$ cat config.mk
export PLATFORM = sky130hd
export DESIGN_NAME = pifo_port_arbiter
export DESIGN_NICKNAME = d
export VERILOG_FILES = /design/src/rtl/pifo_port_arbiter.sv
export SDC_FILE = /design/constraint.sdc
export NUM_CORES = 1
export LEC_CHECK = 0
export ABC_AREA = 0
export CAP_MARGIN = 20
export CORE_MARGIN = 8
export CORE_UTILIZATION = 43
export DETAILED_ROUTE_END_ITERATION = 7
export PLACE_DENSITY_LB_ADDON = 0.05
export SYNTH_ARGS = -nofsm -noshare
export SYNTH_HDL_FRONTEND = slang
export SYNTH_SLANG_ARGS = --single-unit
$ cat constraint.sdc
create_clock -name i_clk -period 5.9 [get_ports i_clk]
set_input_delay 1.18 -clock i_clk [delete_from_list [all_inputs] [get_ports i_clk]]
set_output_delay 1.18 -clock i_clk [all_outputs]
set_load 0.05 [all_outputs]
$ cat src/rtl/pifo_port_arbiter.sv
// -----------------------------------------------------------------------------
// pifo_port_arbiter
//
// Shares the single push/pop port of the virtualized PIFO tree among NREQ
// requesters. Push and pop each have an independent round-robin arbiter.
// Per-tree occupancy counters gate admission, so a full tree is never pushed
// and an empty tree is never popped. All tree-side outputs are registered.
//
// Ports:
//   i_clk, i_arst_n         clock, asynchronous active-low reset
//   i_req_push              per-requester push valid
//   i_req_push_priority     packed push priorities (requester i = slice i)
//   i_req_push_tree_id      packed push tree ids
//   i_req_push_data         packed push data (MTW+PTW bits each)
//   o_req_push_ready        push grant, one-hot or zero, combinational
//   i_req_pop               per-requester pop valid
//   i_req_pop_tree_id       packed pop tree ids
//   o_req_pop_ready         pop grant, one-hot or zero, combinational
//   i_pifo_ready            PIFO tree can accept a push/pop this cycle
//   o_push, o_push_*        registered push strobe and fields
//   o_pop, o_pop_tree_id    registered pop strobe and tree id
//   o_push_grant_id         requester index of the latest push
//   o_pop_grant_id          requester index of the latest pop
//   o_tree_occupancy        packed per-tree occupancy counters
// -----------------------------------------------------------------------------
module pifo_port_arbiter #(
    parameter int PTW      = 16,
    parameter int MTW      = 16,
    parameter int TREE_NUM = 4,
    parameter int NREQ     = 4,
    parameter int TREE_CAP = 1024,
    localparam int TREE_NUM_BITS = $clog2(TREE_NUM),
    localparam int NREQ_BITS     = (NREQ > 1) ? $clog2(NREQ) : 1,
    localparam int CNT_BITS      = $clog2(TREE_CAP + 1),
    localparam int DW            = MTW + PTW
) (
    input  logic                              i_clk,
    input  logic                              i_arst_n,
    input  logic [NREQ-1:0]                   i_req_push,
    input  logic [NREQ*PTW-1:0]               i_req_push_priority,
    input  logic [NREQ*TREE_NUM_BITS-1:0]     i_req_push_tree_id,
    input  logic [NREQ*DW-1:0]                i_req_push_data,
    output logic [NREQ-1:0]                   o_req_push_ready,
    input  logic [NREQ-1:0]                   i_req_pop,
    input  logic [NREQ*TREE_NUM_BITS-1:0]     i_req_pop_tree_id,
    output logic [NREQ-1:0]                   o_req_pop_ready,
    input  logic                              i_pifo_ready,
    output logic                              o_push,
    output logic [PTW-1:0]                    o_push_priority,
    output logic [TREE_NUM_BITS-1:0]          o_push_tree_id,
    output logic [DW-1:0]                     o_push_data,
    output logic                              o_pop,
    output logic [TREE_NUM_BITS-1:0]          o_pop_tree_id,
    output logic [NREQ_BITS-1:0]              o_push_grant_id,
    output logic [NREQ_BITS-1:0]              o_pop_grant_id,
    output logic [TREE_NUM*CNT_BITS-1:0]      o_tree_occupancy
);

    // Round-robin search: first eligible index starting at ptr, wrapping.
    // Returns {found, index}.
    function automatic logic [NREQ_BITS:0] rrPick(
        input logic [NREQ-1:0]      elig,
        input logic [NREQ_BITS-1:0] ptr
    );
        logic                 found;
        logic [NREQ_BITS-1:0] sel;
        int                   idx;
        found = 1'b0;
        sel   = '0;
        for (int k = 0; k < NREQ; k++) begin
            idx = (int'(ptr) + k) % NREQ;
            if (!found && elig[idx]) begin
                found = 1'b1;
                sel   = NREQ_BITS'(idx);
            end
        end
        return {found, sel};
    endfunction

    function automatic logic [NREQ_BITS-1:0] nextPtr(input logic [NREQ_BITS-1:0] idx);
        return NREQ_BITS'((int'(idx) + 1) % NREQ);
    endfunction

    logic [CNT_BITS-1:0]      r_occ [TREE_NUM];
    logic [NREQ_BITS-1:0]     r_pushPtr;
    logic [NREQ_BITS-1:0]     r_popPtr;

    logic                     r_push;
    logic [PTW-1:0]           r_pushPrio;
    logic [TREE_NUM_BITS-1:0] r_pushTree;
    logic [DW-1:0]            r_pushData;
    logic                     r_pop;
    logic [TREE_NUM_BITS-1:0] r_popTree;
    logic [NREQ_BITS-1:0]     r_pushGid;
    logic [NREQ_BITS-1:0]     r_popGid;

    logic [TREE_NUM_BITS-1:0] w_pushTid [NREQ];
    logic [TREE_NUM_BITS-1:0] w_popTid  [NREQ];
    logic [NREQ-1:0]          w_pushElig;
    logic [NREQ-1:0]          w_popElig;
    logic [NREQ_BITS:0]       w_pushPick;
    logic [NREQ_BITS:0]       w_popPick;
    logic                     w_pushFire;
    logic                     w_popFire;
    logic [NREQ_BITS-1:0]     w_pushIdx;
    logic [NREQ_BITS-1:0]     w_popIdx;
    logic [NREQ-1:0]          w_pushGrant;
    logic [NREQ-1:0]          w_popGrant;
    logic [PTW-1:0]           w_pushPrioSel;
    logic [DW-1:0]            w_pushDataSel;
    logic [TREE_NUM_BITS-1:0] w_pushTidSel;
    logic [TREE_NUM_BITS-1:0] w_popTidSel;

    // Eligibility looks only at the registered counts, so a same-cycle push
    // cannot enable a pop and a same-cycle pop cannot make room for a push.
    always_comb begin
        w_pushElig = '0;
        w_popElig  = '0;
        for (int i = 0; i < NREQ; i++) begin
            w_pushTid[i] = i_req_push_tree_id[i*TREE_NUM_BITS +: TREE_NUM_BITS];
            w_popTid[i]  = i_req_pop_tree_id[i*TREE_NUM_BITS +: TREE_NUM_BITS];
            if (i_req_push[i] && (int'(w_pushTid[i]) < TREE_NUM))
                w_pushElig[i] = (r_occ[w_pushTid[i]] < CNT_BITS'(TREE_CAP));
            if (i_req_pop[i] && (int'(w_popTid[i]) < TREE_NUM))
                w_popElig[i] = (r_occ[w_popTid[i]] != '0);
        end
    end

    assign w_pushPick = rrPick(w_pushElig, r_pushPtr);
    assign w_popPick  = rrPick(w_popElig, r_popPtr);
    assign w_pushIdx  = w_pushPick[NREQ_BITS-1:0];
    assign w_popIdx   = w_popPick[NREQ_BITS-1:0];

    // Readies are also held low during reset so nothing is handshaken that
    // the reset is about to discard.
    assign w_pushFire = w_pushPick[NREQ_BITS] && i_pifo_ready && i_arst_n;
    assign w_popFire  = w_popPick[NREQ_BITS]  && i_pifo_ready && i_arst_n;

    always_comb begin
        w_pushGrant = '0;
        w_popGrant  = '0;
        if (w_pushFire) w_pushGrant[w_pushIdx] = 1'b1;
        if (w_popFire)  w_popGrant[w_popIdx]   = 1'b1;
    end

    assign o_req_push_ready = w_pushGrant;
    assign o_req_pop_ready  = w_popGrant;

    assign w_pushPrioSel = i_req_push_priority[int'(w_pushIdx)*PTW +: PTW];
    assign w_pushDataSel = i_req_push_data[int'(w_pushIdx)*DW +: DW];
    assign w_pushTidSel  = w_pushTid[w_pushIdx];
    assign w_popTidSel   = w_popTid[w_popIdx];

    // Round-robin pointers advance past the granted requester only.
    always_ff @(posedge i_clk or negedge i_arst_n) begin
        if (!i_arst_n) begin
            r_pushPtr <= '0;
            r_popPtr  <= '0;
        end else begin
            if (w_pushFire) r_pushPtr <= nextPtr(w_pushIdx);
            if (w_popFire)  r_popPtr  <= nextPtr(w_popIdx);
        end
    end

    // A push and a pop hitting the same tree cancel out. Bounds are already
    // guaranteed by eligibility.
    always_ff @(posedge i_clk or negedge i_arst_n) begin
        if (!i_arst_n) begin
            for (int t = 0; t < TREE_NUM; t++) r_occ[t] <= '0;
        end else begin
            for (int t = 0; t < TREE_NUM; t++) begin
                if ((w_pushFire && int'(w_pushTidSel) == t) &&
                    !(w_popFire && int'(w_popTidSel) == t))
                    r_occ[t] <= r_occ[t] + CNT_BITS'(1);
                else if ((w_popFire && int'(w_popTidSel) == t) &&
                         !(w_pushFire && int'(w_pushTidSel) == t))
                    r_occ[t] <= r_occ[t] - CNT_BITS'(1);
            end
        end
    end

    // Tree-side output registers. Idle push fields return to all-ones/zero;
    // grant ids keep the last granted requester.
    always_ff @(posedge i_clk or negedge i_arst_n) begin
        if (!i_arst_n) begin
            r_push     <= 1'b0;
            r_pushPrio <= '1;
            r_pushTree <= '0;
            r_pushData <= '1;
            r_pop      <= 1'b0;
            r_popTree  <= '0;
            r_pushGid  <= '0;
            r_popGid   <= '0;
        end else begin
            r_push <= w_pushFire;
            r_pop  <= w_popFire;
            if (w_pushFire) begin
                r_pushPrio <= w_pushPrioSel;
                r_pushTree <= w_pushTidSel;
                r_pushData <= w_pushDataSel;
                r_pushGid  <= w_pushIdx;
            end else begin
                r_pushPrio <= '1;
                r_pushTree <= '0;
                r_pushData <= '1;
            end
            if (w_popFire) begin
                r_popTree <= w_popTidSel;
                r_popGid  <= w_popIdx;
            end else begin
                r_popTree <= '0;
            end
        end
    end

    assign o_push          = r_push;
    assign o_push_priority = r_pushPrio;
    assign o_push_tree_id  = r_pushTree;
    assign o_push_data     = r_pushData;
    assign o_pop           = r_pop;
    assign o_pop_tree_id   = r_popTree;
    assign o_push_grant_id = r_pushGid;
    assign o_pop_grant_id  = r_popGid;

    for (genvar t = 0; t < TREE_NUM; t++) begin : g_occ
        assign o_tree_occupancy[t*CNT_BITS +: CNT_BITS] = r_occ[t];
    end

endmodule

==> flow_metrics.tcl <==
set metrics [dict create \
    cp.required_ns 6.13 \
    cts_setup_buffers 0 \
    nNetsFinal 1386 \
    synthMuxAreaShare_pct 11.5 \
    clk_latency_ns 0.35 \
    slew-limit-headroom_pct 27.4 \
    tns_ns 0 \
    cellLeakagePower_nw 4.85 \
    ys_top_cells_by_count "nand2_1, dfrtp_1, mux2i_1, a32oi_1" \
    dpl.hpwl_mm 22.7 \
    rrSetupSlack_ns 0.57 \
    p_per_area_nw_per_um2 536 \
    grt_remaining_overflow 0 \
    wl_per_cell_um 21.4 \
    async_flop_share_pct 100 \
    yosysTopAreaCell "dfrtp_1" \
    crit_fanout 7 \
    drtIter0Drc 353 \
    track_usage_pct 25.6 \
    yosysMostFrequentCell "nand2_1" \
    ys_warn_count 0 \
    clockBufferDepth 2 \
    worst_slew_pin_slew_ns 1.09 \
    hold_ws_ns 0.475 \
    path_clk_slew_ns 0.07 \
    yosys.area_share.adder_pct 9.20 \
    ys_seq_area_share_pct 36.6 \
    r2r_end "o_tree_occupancy[31]" \
    cp-end-kind "register" \
    hold_violations 0 \
    cap_viol_max_count 0 \
    synth_edf_count 0 \
    fin_skew_ns 0.00864 \
    drc_errors 0 \
    setup_violations 0 \
    synthTopCellsByArea "dfrtp_1, dfstp_2, ha_1" \
    htree_levels 3 \
    synth_top_family_by_area "compound AO/OA/AOI/OAI gates" \
    synth_cells 772 \
    arrival_ns 5.79 \
    drtPass1Iterations 4 \
    num_vias 7314 \
    cts_inserted_buffers 9 \
    wl_mm 28.7 \
    critPathTopFamily "compound AO/OA/AOI/OAI gates" \
    area.growth.synth_to_final_pct 55.0 \
    rr_worst_depth 19 \
    status "completed" \
    synth-compound-area-share_pct 18.5 \
    period_share_pct 94.3 \
    antenna_cells 0 \
    start_util_pct 43.4 \
    syn_area_um2 7400 \
    hold_end "o_push_grant_id[0]" \
    final_max_slew_viol_count 0 \
    placementRows 48 \
    stdcell_area_um2 11500 \
    worstHoldStart "o_push_grant_id[0]" \
    antenna_found_initial 0 \
    gp_congestion 0.868 \
    synth.net_count 1043 \
    ys_ff_latch 106 \
    path_class "primary input to register" \
    port_buffers 328 \
    die-height_um 147 \
    hold_path_class "register to register" \
    yosys.cell_types.count 64 \
    ir_drop_v 0.000402 \
    root_buffer "clkbuf_16" \
    whs_path_depth 2 \
    fmax_mhz 180 \
    ys.flop_type "dfrtp_1" \
    avgSynthCellArea_um2 9.59 \
    rr_startpoint "o_tree_occupancy[35]" \
    ant_nets 0 \
    die_w_um 147 \
    via_per_inst 5.44 \
    path_cells "clkdlybuf4s50_1 -> mux4_1 -> nand2b_1 -> nor2_1 -> nor2_1 -> o221a_2 -> inv_2 -> nand2_1 -> o22ai_1 -> a21boi_0 -> ha_1 -> inv_1 -> ha_1 -> a21o_1 -> a21oi_1 -> o21bai_1 -> a21oi_1 -> o21bai_1 -> a31oi_1 -> nor4b_1 -> or3_1" \
    n_fill_cell 1443 \
    grt_max_degree 82 \
    cts_tree "built" \
    ios 329 \
    critPathBufInv 3 \
    slowest_delay_ns 0.57 \
    synth_top_area_share_pct 19.6 \
    core_um2 17100 \
    synthSimpleGateAreaFrac_pct 16.7 \
    grt_pass1_wl_mm 43.3 \
    startpoint_type "primary input" \
    finalCriticalPeriod_ns 5.57 \
    critPathSlowestCell "mux4_1" \
    clock_sinks 106 \
    die_area_um2 21700 \
    rsz0062_at_grt "no" \
    drive_gt1_share_pct 13.1 \
    synth-xor-area-share_pct 3.79 \
    place_area_um2 11200 \
    grt_pass1_vias 7229 \
]
[cell type report]
type	instances	area (um2)	share of cell area, %
Clock inverter	2	35.0	0.305
Sequential cell	106	2710	23.6
Multi-Input combinational cell	598	4450	38.8
Clock buffer	14	275	2.40
Timing Repair Buffer	369	3610	31.4
Tap cell	225	282	2.45
Inverter	31	116	1.01
[state kept, by name (all words and copies together), names as in the netlist]
name              cells
o_tree_occupancy     44
o_pop                 1
o_push_grant_id       2
o_pop_grant_id        2
o_push_data          32
o_push_tree_id        2
r_pushPtr             2
o_pop_tree_id         2
o_push                1
r_popPtr              2
o_push_priority      16
[through the flow]
step | power [mW] | instances | util (%) | setup WS, ns
finish | 6.15 | 1345 | 67.3 | 0.335
global placement | 5.45 | 1329 | 65.4 | 0.0649
CTS | 6.18 | 1345 | 67.2 | 0.267
detailed placement | 5.51 | 1329 | 65.4 | -0.0953
floorplan | 4.11 | 772 | - | 0.482
global route | 6.55 | 1345 | 67.3 | 0.0146
[power breakdown]
part / total [mW] / switching, mW / internal (mW) / leakage (nW)
sequential: 1.33 / 0.286 / 1.04 / 1.23
combinational: 4.18 / 2.46 / 1.72 / 3.48
clock: 0.642 / 0.275 / 0.367 / 0.152
total: 6.15 / 3.02 / 3.13 / 4.85
[worst max path at each step]
stage                           from              endpoint  slack (ns)  cells after the start
5_1_grt        i_req_push_tree_id[2]  o_tree_occupancy[10]        0.01                     20
6_report       i_req_push_tree_id[0]  o_tree_occupancy[31]        0.33                     21
3_3_place_gp   i_req_push_tree_id[2]  o_tree_occupancy[21]        0.06                     20
2_1_floorplan  i_req_push_tree_id[2]  o_tree_occupancy[10]        0.48                     20
3_5_place_dp   i_req_push_tree_id[2]  o_tree_occupancy[10]        -0.1                     20
4_1_cts        i_req_push_tree_id[2]  o_tree_occupancy[10]        0.27                     20
[cell usage in the layout (no fill, tap or decap), types with 4 or more instances in the layout]
cell / count
fa_1: 4
o21a_1: 5
nor2_1: 11
nand4_1: 6
clkdlybuf4s50_1: 319
a21o_1: 12
nand2b_1: 6
a21oi_1: 28
nor4_2: 5
o21bai_1: 15
nand2_1: 151
o211ai_1: 7
xor2_1: 6
xnor2_1: 26
o311ai_0: 5
or3_1: 8
nand3_1: 8
ha_1: 48
a211o_1: 4
o211a_1: 4
dfstp_2: 48
a32oi_1: 49
nor3_1: 7
mux2_2: 8
o21ai_0: 32
mux4_1: 5
nor4_1: 8
inv_1: 28
buf_4: 47
dfrtp_1: 58
mux2i_2: 4
or4b_2: 5
or4_1: 4
and2_1: 13
clkbuf_16: 10
mux2i_1: 56
nor4b_1: 4
[timing repair]
item                       4_1_cts  5_1_grt
hold buffers                     0        0
gates resized for setup          0        4
setup endpoints to repair        0        7
[logic make-up after synthesis]
group	count (synthesis)
buf+inv	68
xor+xnor	32
mux	74
compound gates	188
flops	106
fa+ha+maj	52
simple gates	252
[tightest hold or removal path, cell delays in order (launching register included)]
cell and delay (ns):
dfrtp_1 0.34, nand2_1 0.05, nand2_1 0.05
[metal layers]
layer	vias up	wire length (um)	GRT usage, %
met5	-	0	0
met4	0	606	7.45
met3	27	1560	5.51
met2	214	14600	45.4
met1	3527	12000	30.3
li1	3546	-	-
No activity file was read; power rests on OpenSTA's default activity.
